### config.mk
export PLATFORM = sky130hd
export DESIGN_NAME = snax_simbacore_ctrl
export DESIGN_NICKNAME = d
export VERILOG_FILES = /design/src/rtl/snax_simbacore_ctrl_pkg.sv /design/src/rtl/snax_simbacore_beat_ctr.sv /design/src/rtl/snax_simbacore_ctrl.sv
export SDC_FILE = /design/constraint.sdc
export NUM_CORES = 1
export LEC_CHECK = 0
export CAP_MARGIN = 25
export CORE_AREA = 2 2 168 170
export CTS_CLUSTER_SIZE = 28
export DETAILED_ROUTE_END_ITERATION = 10
export DIE_AREA = 0 0 170 172
export PLACE_DENSITY_LB_ADDON = 0.3
export SETUP_SLACK_MARGIN = 0.2
export SLEW_MARGIN = 20
export SYNTH_ARGS = -nofsm -noshare
export SYNTH_HDL_FRONTEND = slang
export SYNTH_SLANG_ARGS = --single-unit
export TNS_END_PERCENT = 50
### constraint.sdc
create_clock -name clk_i -period 6.3 [get_ports clk_i]
set_input_delay 1.575 -clock clk_i [delete_from_list [all_inputs] [get_ports clk_i]]
set_output_delay 1.575 -clock clk_i [all_outputs]
set_load 0.05 [all_outputs]
### src/rtl/snax_simbacore_ctrl_pkg.sv
`default_nettype none
// ----------------------------------------------------------------------------
// snax_simbacore_ctrl_pkg: FSM states, CSR word and status bit indices.  Rev 1.0
// ----------------------------------------------------------------------------
package snax_simbacore_ctrl_pkg;

  typedef enum logic [1:0] {
    IDLE = 2'd0,
    CFG  = 2'd1,
    RUN  = 2'd2,
    DONE = 2'd3
  } state_e;

  localparam int unsigned CsrMode   = 0;
  localparam int unsigned CsrSeqLen = 1;
  localparam int unsigned CsrDModel = 2;
  localparam int unsigned CsrDtRank = 3;
  localparam int unsigned CsrDInner = 4;
  localparam int unsigned CsrBeats  = 5;

  localparam int unsigned StBusy = 0;
  localparam int unsigned StDone = 1;
  localparam int unsigned StErr  = 2;

  localparam int unsigned NumModes = 4;

endpackage
`default_nettype wire

### src/rtl/snax_simbacore_beat_ctr.sv
`default_nettype none
// ----------------------------------------------------------------------------
// snax_simbacore_beat_ctr: saturating popcount accumulator with target compare.  Rev 1.0
// ----------------------------------------------------------------------------
module snax_simbacore_beat_ctr
  import snax_simbacore_ctrl_pkg::*;
#(
  parameter int unsigned NumOut   = 3,
  parameter int unsigned CntWidth = 32
) (
  input  logic                clk_i,
  input  logic                rst_i,
  input  logic                clear_i,
  input  logic                en_i,
  input  logic [NumOut-1:0]   fire_i,
  input  logic [CntWidth-1:0] target_i,
  output logic                reach_o
);

  logic [CntWidth-1:0] count_q, count_d, pop_w;
  logic [CntWidth:0]   sum_w;

  always_comb begin
    pop_w = '0;
    for (int i = 0; i < NumOut; i++) begin
      pop_w = pop_w + CntWidth'(fire_i[i]);
    end
  end

  // One extra bit so the compare stays correct near the top of the range.
  assign sum_w   = {1'b0, count_q} + {1'b0, pop_w};
  assign reach_o = en_i && (sum_w >= {1'b0, target_i});

  always_comb begin
    count_d = count_q;
    if (clear_i) begin
      count_d = '0;
    end else if (en_i) begin
      count_d = reach_o ? target_i : sum_w[CntWidth-1:0];
    end
  end

  always_ff @(posedge clk_i) begin
    if (rst_i) begin
      count_q <= '0;
    end else begin
      count_q <= count_d;
    end
  end

endmodule
`default_nettype wire

### src/rtl/snax_simbacore_ctrl.sv
`default_nettype none
// ----------------------------------------------------------------------------
// snax_simbacore_ctrl: CSR job latch, SimbaCore config handshake, beat/cycle status.
// Optional cycle counter: SNAX_SIMBACORE_CTRL_PERF_EN.  Rev 1.0
// ----------------------------------------------------------------------------
module snax_simbacore_ctrl #(
  parameter int unsigned RegRWCount   = 6,
  parameter int unsigned RegROCount   = 2,
  parameter int unsigned RegDataWidth = 32,
  parameter int unsigned NumOut       = 3,
  parameter int unsigned NumModes     = snax_simbacore_ctrl_pkg::NumModes
) (
  input  logic                               clk_i,
  input  logic                               rst_i,
  input  logic [RegRWCount*RegDataWidth-1:0] csr_reg_set_i,
  input  logic                               csr_reg_set_valid_i,
  output logic                               csr_reg_set_ready_o,
  output logic [RegROCount*RegDataWidth-1:0] csr_reg_ro_set_o,
  output logic                               core_cfg_valid_o,
  input  logic                               core_cfg_ready_i,
  output logic [RegDataWidth-1:0]            core_cfg_mode_o,
  output logic [RegDataWidth-1:0]            core_cfg_seqlen_o,
  output logic [RegDataWidth-1:0]            core_cfg_dmodel_o,
  output logic [RegDataWidth-1:0]            core_cfg_dtrank_o,
  output logic [RegDataWidth-1:0]            core_cfg_dinner_o,
  input  logic [NumOut-1:0]                  out_fire_i,
  output logic                               done_o
);
  import snax_simbacore_ctrl_pkg::*;

  localparam int unsigned DW = RegDataWidth;

  state_e        state_q, state_d;
  logic [DW-1:0] job_w [RegRWCount];
  logic [DW-1:0] beats_q, cycles_w;
  logic          busy_q, done_q, err_q;
  logic          accept_w, bad_w, good_w, active_w, reach_w;

  for (genvar i = 0; i < RegRWCount; i++) begin : g_job
    assign job_w[i] = csr_reg_set_i[i*DW +: DW];
  end

  assign csr_reg_set_ready_o = (state_q == IDLE);
  assign accept_w = csr_reg_set_valid_i && csr_reg_set_ready_o;
  assign bad_w    = (job_w[CsrMode] >= DW'(NumModes)) || (job_w[CsrBeats] == '0);
  assign good_w   = accept_w && !bad_w;
  assign active_w = (state_q == CFG) || (state_q == RUN);
  assign core_cfg_valid_o = (state_q == CFG);
  assign done_o   = (state_q == DONE);

  snax_simbacore_beat_ctr #(
    .NumOut   (NumOut),
    .CntWidth (DW)
  ) i_beat_ctr (
    .clk_i    (clk_i),
    .rst_i    (rst_i),
    .clear_i  (good_w),
    .en_i     (active_w),
    .fire_i   (out_fire_i),
    .target_i (beats_q),
    .reach_o  (reach_w)
  );

  // Reaching the target wins over a same-cycle config handshake.
  always_comb begin
    state_d = state_q;
    unique case (state_q)
      IDLE:    if (good_w) state_d = CFG;
      CFG: begin
        if (reach_w) state_d = DONE;
        else if (core_cfg_ready_i) state_d = RUN;
      end
      RUN:     if (reach_w) state_d = DONE;
      DONE:    state_d = IDLE;
      default: state_d = IDLE;
    endcase
  end

  always_ff @(posedge clk_i) begin
    if (rst_i) begin
      state_q           <= IDLE;
      core_cfg_mode_o   <= '0;
      core_cfg_seqlen_o <= '0;
      core_cfg_dmodel_o <= '0;
      core_cfg_dtrank_o <= '0;
      core_cfg_dinner_o <= '0;
      beats_q           <= '0;
      busy_q            <= 1'b0;
      done_q            <= 1'b0;
      err_q             <= 1'b0;
    end else begin
      state_q <= state_d;
      if (accept_w && bad_w) begin
        err_q  <= 1'b1;
        done_q <= 1'b0;
      end else if (good_w) begin
        core_cfg_mode_o   <= job_w[CsrMode];
        core_cfg_seqlen_o <= job_w[CsrSeqLen];
        core_cfg_dmodel_o <= job_w[CsrDModel];
        core_cfg_dtrank_o <= job_w[CsrDtRank];
        core_cfg_dinner_o <= job_w[CsrDInner];
        beats_q           <= job_w[CsrBeats];
        err_q             <= 1'b0;
        done_q            <= 1'b0;
        busy_q            <= 1'b1;
      end
      if (active_w && reach_w) begin
        busy_q <= 1'b0;
        done_q <= 1'b1;
      end
    end
  end

`ifdef SNAX_SIMBACORE_CTRL_PERF_EN
  logic [31:0] cycles_q;

  always_ff @(posedge clk_i) begin
    if (rst_i || good_w) begin
      cycles_q <= '0;
    end else if (active_w && (cycles_q != '1)) begin
      cycles_q <= cycles_q + 32'd1;
    end
  end

  assign cycles_w = DW'(cycles_q);
`else
  assign cycles_w = '0;
`endif

  // Status word occupies the lowest word, so bit indices map directly.
  always_comb begin
    csr_reg_ro_set_o         = '0;
    csr_reg_ro_set_o[StBusy] = busy_q;
    csr_reg_ro_set_o[StDone] = done_q;
    csr_reg_ro_set_o[StErr]  = err_q;
    csr_reg_ro_set_o[DW +: DW] = cycles_w;
  end

endmodule
`default_nettype wire

==> impl.org, run 1 <==
** Status
- The run finished with clean final reports.

** Placed design
- RePlAce Congestion :: between 0.8 and 0.9
- Summed over all nets, the half-perimeter wirelength after detailed placement is ~25000 µm.
- Once placement completed, the tool counted placed cells totaling approximately 1800.
- Cell Area, Placed :: 14400 µm²
- Port bufs :: ~360

** Worst setup path
- The worst register-to-register path ends at i_beat_ctr.count_q[11].
- Among all stages on the critical path, the largest delay is contributed by fa_1.
- Ordered list of cells on the worst path :: clkdlybuf4s50_1 > fa_1 > ha_1 > inv_1 > fa_1 > nor2b_2 > o21ba_2 > nand3_1 > nor2_1 > xor2_1 > ha_1 > a211oi_1 > o21bai_1 > a22oi_1 > nand4_1 > a31oi_4 > buf_4 > nor4_1 > a311o_1
- In this run the worst path has a maximum fanout of 5.
- The number of buffers and inverters on the critical path is 3.
- Stages on the worst setup path :: 19
- The worst setup path is of the in2reg kind.
- Following the worst setup path forward leads to its endpoint at i_beat_ctr.count_q[11].
- At the worst endpoint, the arrival time is 6230 ps.
- Stage delay of the slowest cell on the critical path :: 550 ps
- In this run the register-to-register setup slack is around 2200 ps.
- CP top delay family :: compound AO/OA/AOI/OAI gates
- STA classifies the critical path startpoint as an input pin.
- Reg2Reg Launch Point :: i_beat_ctr.count_q[0]
- Launch point of the critical path :: out_fire_i[1]
- Endpoint class of the critical path :: flop
- At the worst endpoint, the required time is 6720 ps.
- Cells on worst reg2reg path :: 17

** Timing
- Maximum clock frequency :: ~170 MHz
- Unrepaired setup endpoints after global routing :: false
- Fin crit period :: about 5800 ps
- Post-route fraction of the period consumed by the critical path :: 0.923
- Remaining max-slew budget at the tightest pin :: 0.358
- Between clock sinks in the finished design, the worst skew comes to around 12 ps.
- Setup violations remaining at the end of the flow were counted as 0.
- Hold is met by 456 ps.
- The final count of hold timing violations came to 0.
- Transition time at the pin with the least slew margin :: roughly 960 ps
- The final-report max-slew violation count came to 0.

** Route
- Before antenna repair, the detailed router went through 4 iterations.
- In the routed design, unresolved DRC markers number 0.
- The detailed router finished its first iteration with 600 violations.
- Dividing the detail-routed wire length by the instance count gives between 15 and 20 µm.
- The final layout contains routed wiring with a total length of 33800 µm.
- Count of vias placed by the detailed router :: 9443
- The count of nets left with antenna violations once routing finished came out at 0.
- Dividing the detail-routed via count by the number of cells gives roughly 5.0.

** Cells and area
- Once layout is done, the placed cells without fillers occupy 15300 µm².
- Ratio of cells with drive above 1 in the final layout :: 0.0588
- Fill cell instance count of the final layout :: 2413
- Core utilization of the finished layout :: 0.558
- The count of cells in the finished layout, fillers not included, comes to around 1900.
- P&R area growth vs syn :: 45.1%
- At the end of the flow, the number of nets in the layout was ~1800.

** Die
- The die is 170 µm wide.
- The region available for standard cell placement spans between 20000 and 30000 µm².
- Starting density of the core :: 0.384
- Cell Rows :: just over 60
- In this run the vertical extent of the chip is ~170 µm.
- I/O pins :: 426
- The die covers between 20000 and 30000 µm².

** Clock tree
- Clk pin slew, worst setup/hold paths :: approximately 60 ps
- In this run the deepest clock path goes through 3 buffers.
- Counting every sink on the clock net gives between 200 and 250.
- CTS built an H-tree with a depth of 1.
- The later pin in the worst-skew pair is clocked with a latency of between 500 and 600 ps.
- In this run, CTS created clock tree buffers numbering 27.
- Clock root cell :: clkbuf_16
- TritonCTS built the clock tree.
- The number of hold buffers added after CTS was 0.

** Logic synthesis
- In the synthesized netlist, the cells that appear most often are 229 x dfxtp_1, 211 x nor2_1, 131 x mux2i_1, 64 x buf_4, 60 x clkbuf_1.
- The synthesized design spends more area on one cell type than any other, namely dfxtp_1.
- Synthesis inferred 229 register bits.
- Sorting the synthesized cells by area gives the leading types as dfxtp_1 43%, mux2i_1 12%, nor2_1 7.5%, ha_1 5.0%, buf_4 4.5%.
- The share of the Yosys chip area taken by registers is 0.434.
- For this run, the number of Yosys warnings is 0.
- Average cell area after synthesis :: roughly 9 µm²
- Most used standard cell by instance count after synthesis :: dfxtp_1
- Count of flip-flops with a built-in enable after synthesis :: 0
- Of the post-synthesis cell area, the dominant cell type holds 0.434.
- Syn Std Cell Area :: 10600 µm²
- Fraction of registers with async set or reset after synthesis :: 0
- The netlist uses 50 different library cells.
- Main flop type after synthesis :: dfxtp_1
- After technology mapping, the gate count stands at between 1000 and 1500.

** Global routing
- Maximum number of pins on one net before global-route repair :: between 100 and 150
- Global route hottest layer :: met2
- Global routing usage on met2 :: 0.395
- The number of global-route vias before repair is around 9300.
- In the global route stage, overall resource usage came out at 0.221.
- Initial antenna violation count :: 5
- First-pass GRT wire length :: 50800 µm
- For met1 alone, demand over resource in global routing was 0.252.
- Met3 Track Usage GR :: 0.0737
- Final global-route overflow total :: 0

** Run
- Maximum capacitance violations :: 0

** Pwr
- For this design the ratio of total power to cell area is about 220 nW/µm².
- Largest vdd supply drop :: around 180 µV
- Static leakage :: roughly 5.6 nW

** Worst hold path
- Hold Crit Depth :: 1
- Min-Delay Path Class :: reg2reg
==> cell families (layout without fill, tap and decap cells) <==
kind of cell / Yosys count / after routing / synth area share
fa+ha+maj: 44 / 44 / 0.0535
simple gates: 450 / 450 / 0.205
xor+xnor: 30 / 30 / 0.0249
flops: 229 / 229 / 0.434
other cells: 1 / 63 / 0.000355
mux: 131 / 131 / 0.124
compound gates: 106 / 107 / 0.0669
buf+inv: 188 / 495 / 0.0913
==> state kept, by name, summed over array words and instances, names as in the netlist, 2 cells and up <==
register / cells
core_cfg_dtrank_o: 32
core_cfg_mode_o: 32
core_cfg_dmodel_o: 32
core_cfg_seqlen_o: 32
i_beat_ctr.count_q: 32
beats_q: 32
core_cfg_dinner_o: 32
state_q: 2
==> what timing repair did <==
action / CTS / global route
setup buffers: 0 / 3
resized for setup: 0 / 2
endpoints found under the setup margin: 0 / 17
==> how the worst min path moves through the flow <==
| stage | startpoint | slack (ps) | to |
|---|---|---|---|
| floorplan | done_q | 440 | done_q |
| global placement | core_cfg_mode_o[7] | 440 | core_cfg_mode_o[7] |
| detailed placement | core_cfg_mode_o[3] | 440 | core_cfg_mode_o[3] |
| CTS | core_cfg_mode_o[14] | 460 | core_cfg_mode_o[14] |
| global route | core_cfg_mode_o[14] | 470 | core_cfg_mode_o[14] |
| finish | core_cfg_mode_o[14] | 460 | core_cfg_mode_o[14] |
==> routing by layer <==
| metal | vias to the layer above | wire, µm |
|---|---|---|
| met4 | 2 | 843 |
| li1 | 4653 | - |
| met3 | 59 | 2900 |
| met1 | 4406 | 13200 |
| met2 | 323 | 16800 |
| met5 | - | 13 |
==> cell usage in the layout (no fill, tap or decap), types with 42 or more instances in the layout <==
master,count
a21oi_1,50
clkdlybuf4s50_1,363
conb_1,61
dfxtp_1,229
ha_1,42
inv_1,45
mux2i_1,131
nand3_1,51
nand4_1,51
nor2_1,210
==> layout make-up <==
type	count	area, µm²	share of cell area
multi-input combinational	823	5280	0.345
sequential	229	4580	0.299
timing repair buffer	404	3970	0.259
clock buffer	38	787	0.0514
tap	346	433	0.0282
inverter	46	173	0.0113
clock inverter	7	92.6	0.00604
antenna	2	5.00	0.000327
==> metrics by stage <==
stage | TNS [ps] | worst slack [ps] | power (mW)
after global placement | -31.1 | -27.6 | 1.78
after floorplan | 0 | 443 | 1.65
after global routing | 0 | 194 | 3.42
after detailed placement | -710 | -147 | 1.78
after CTS | 0 | 409 | 3.34
final | 0 | 488 | 3.31
==> power breakdown <==
part | switching [mW] | internal (mW)
registers | 0.000221 | 1.45
logic | 0.173 | 0.137
clock network | 0.614 | 0.942
total | 0.787 | 2.53
Power figures use the tool's default switching activity.
==> run 2, diff against run 1 <==
- SLEW_MARGIN: 20 -> not set
==> results of run 2 <==
No change in the layout: final DEF, timing and power equal those of run 1.
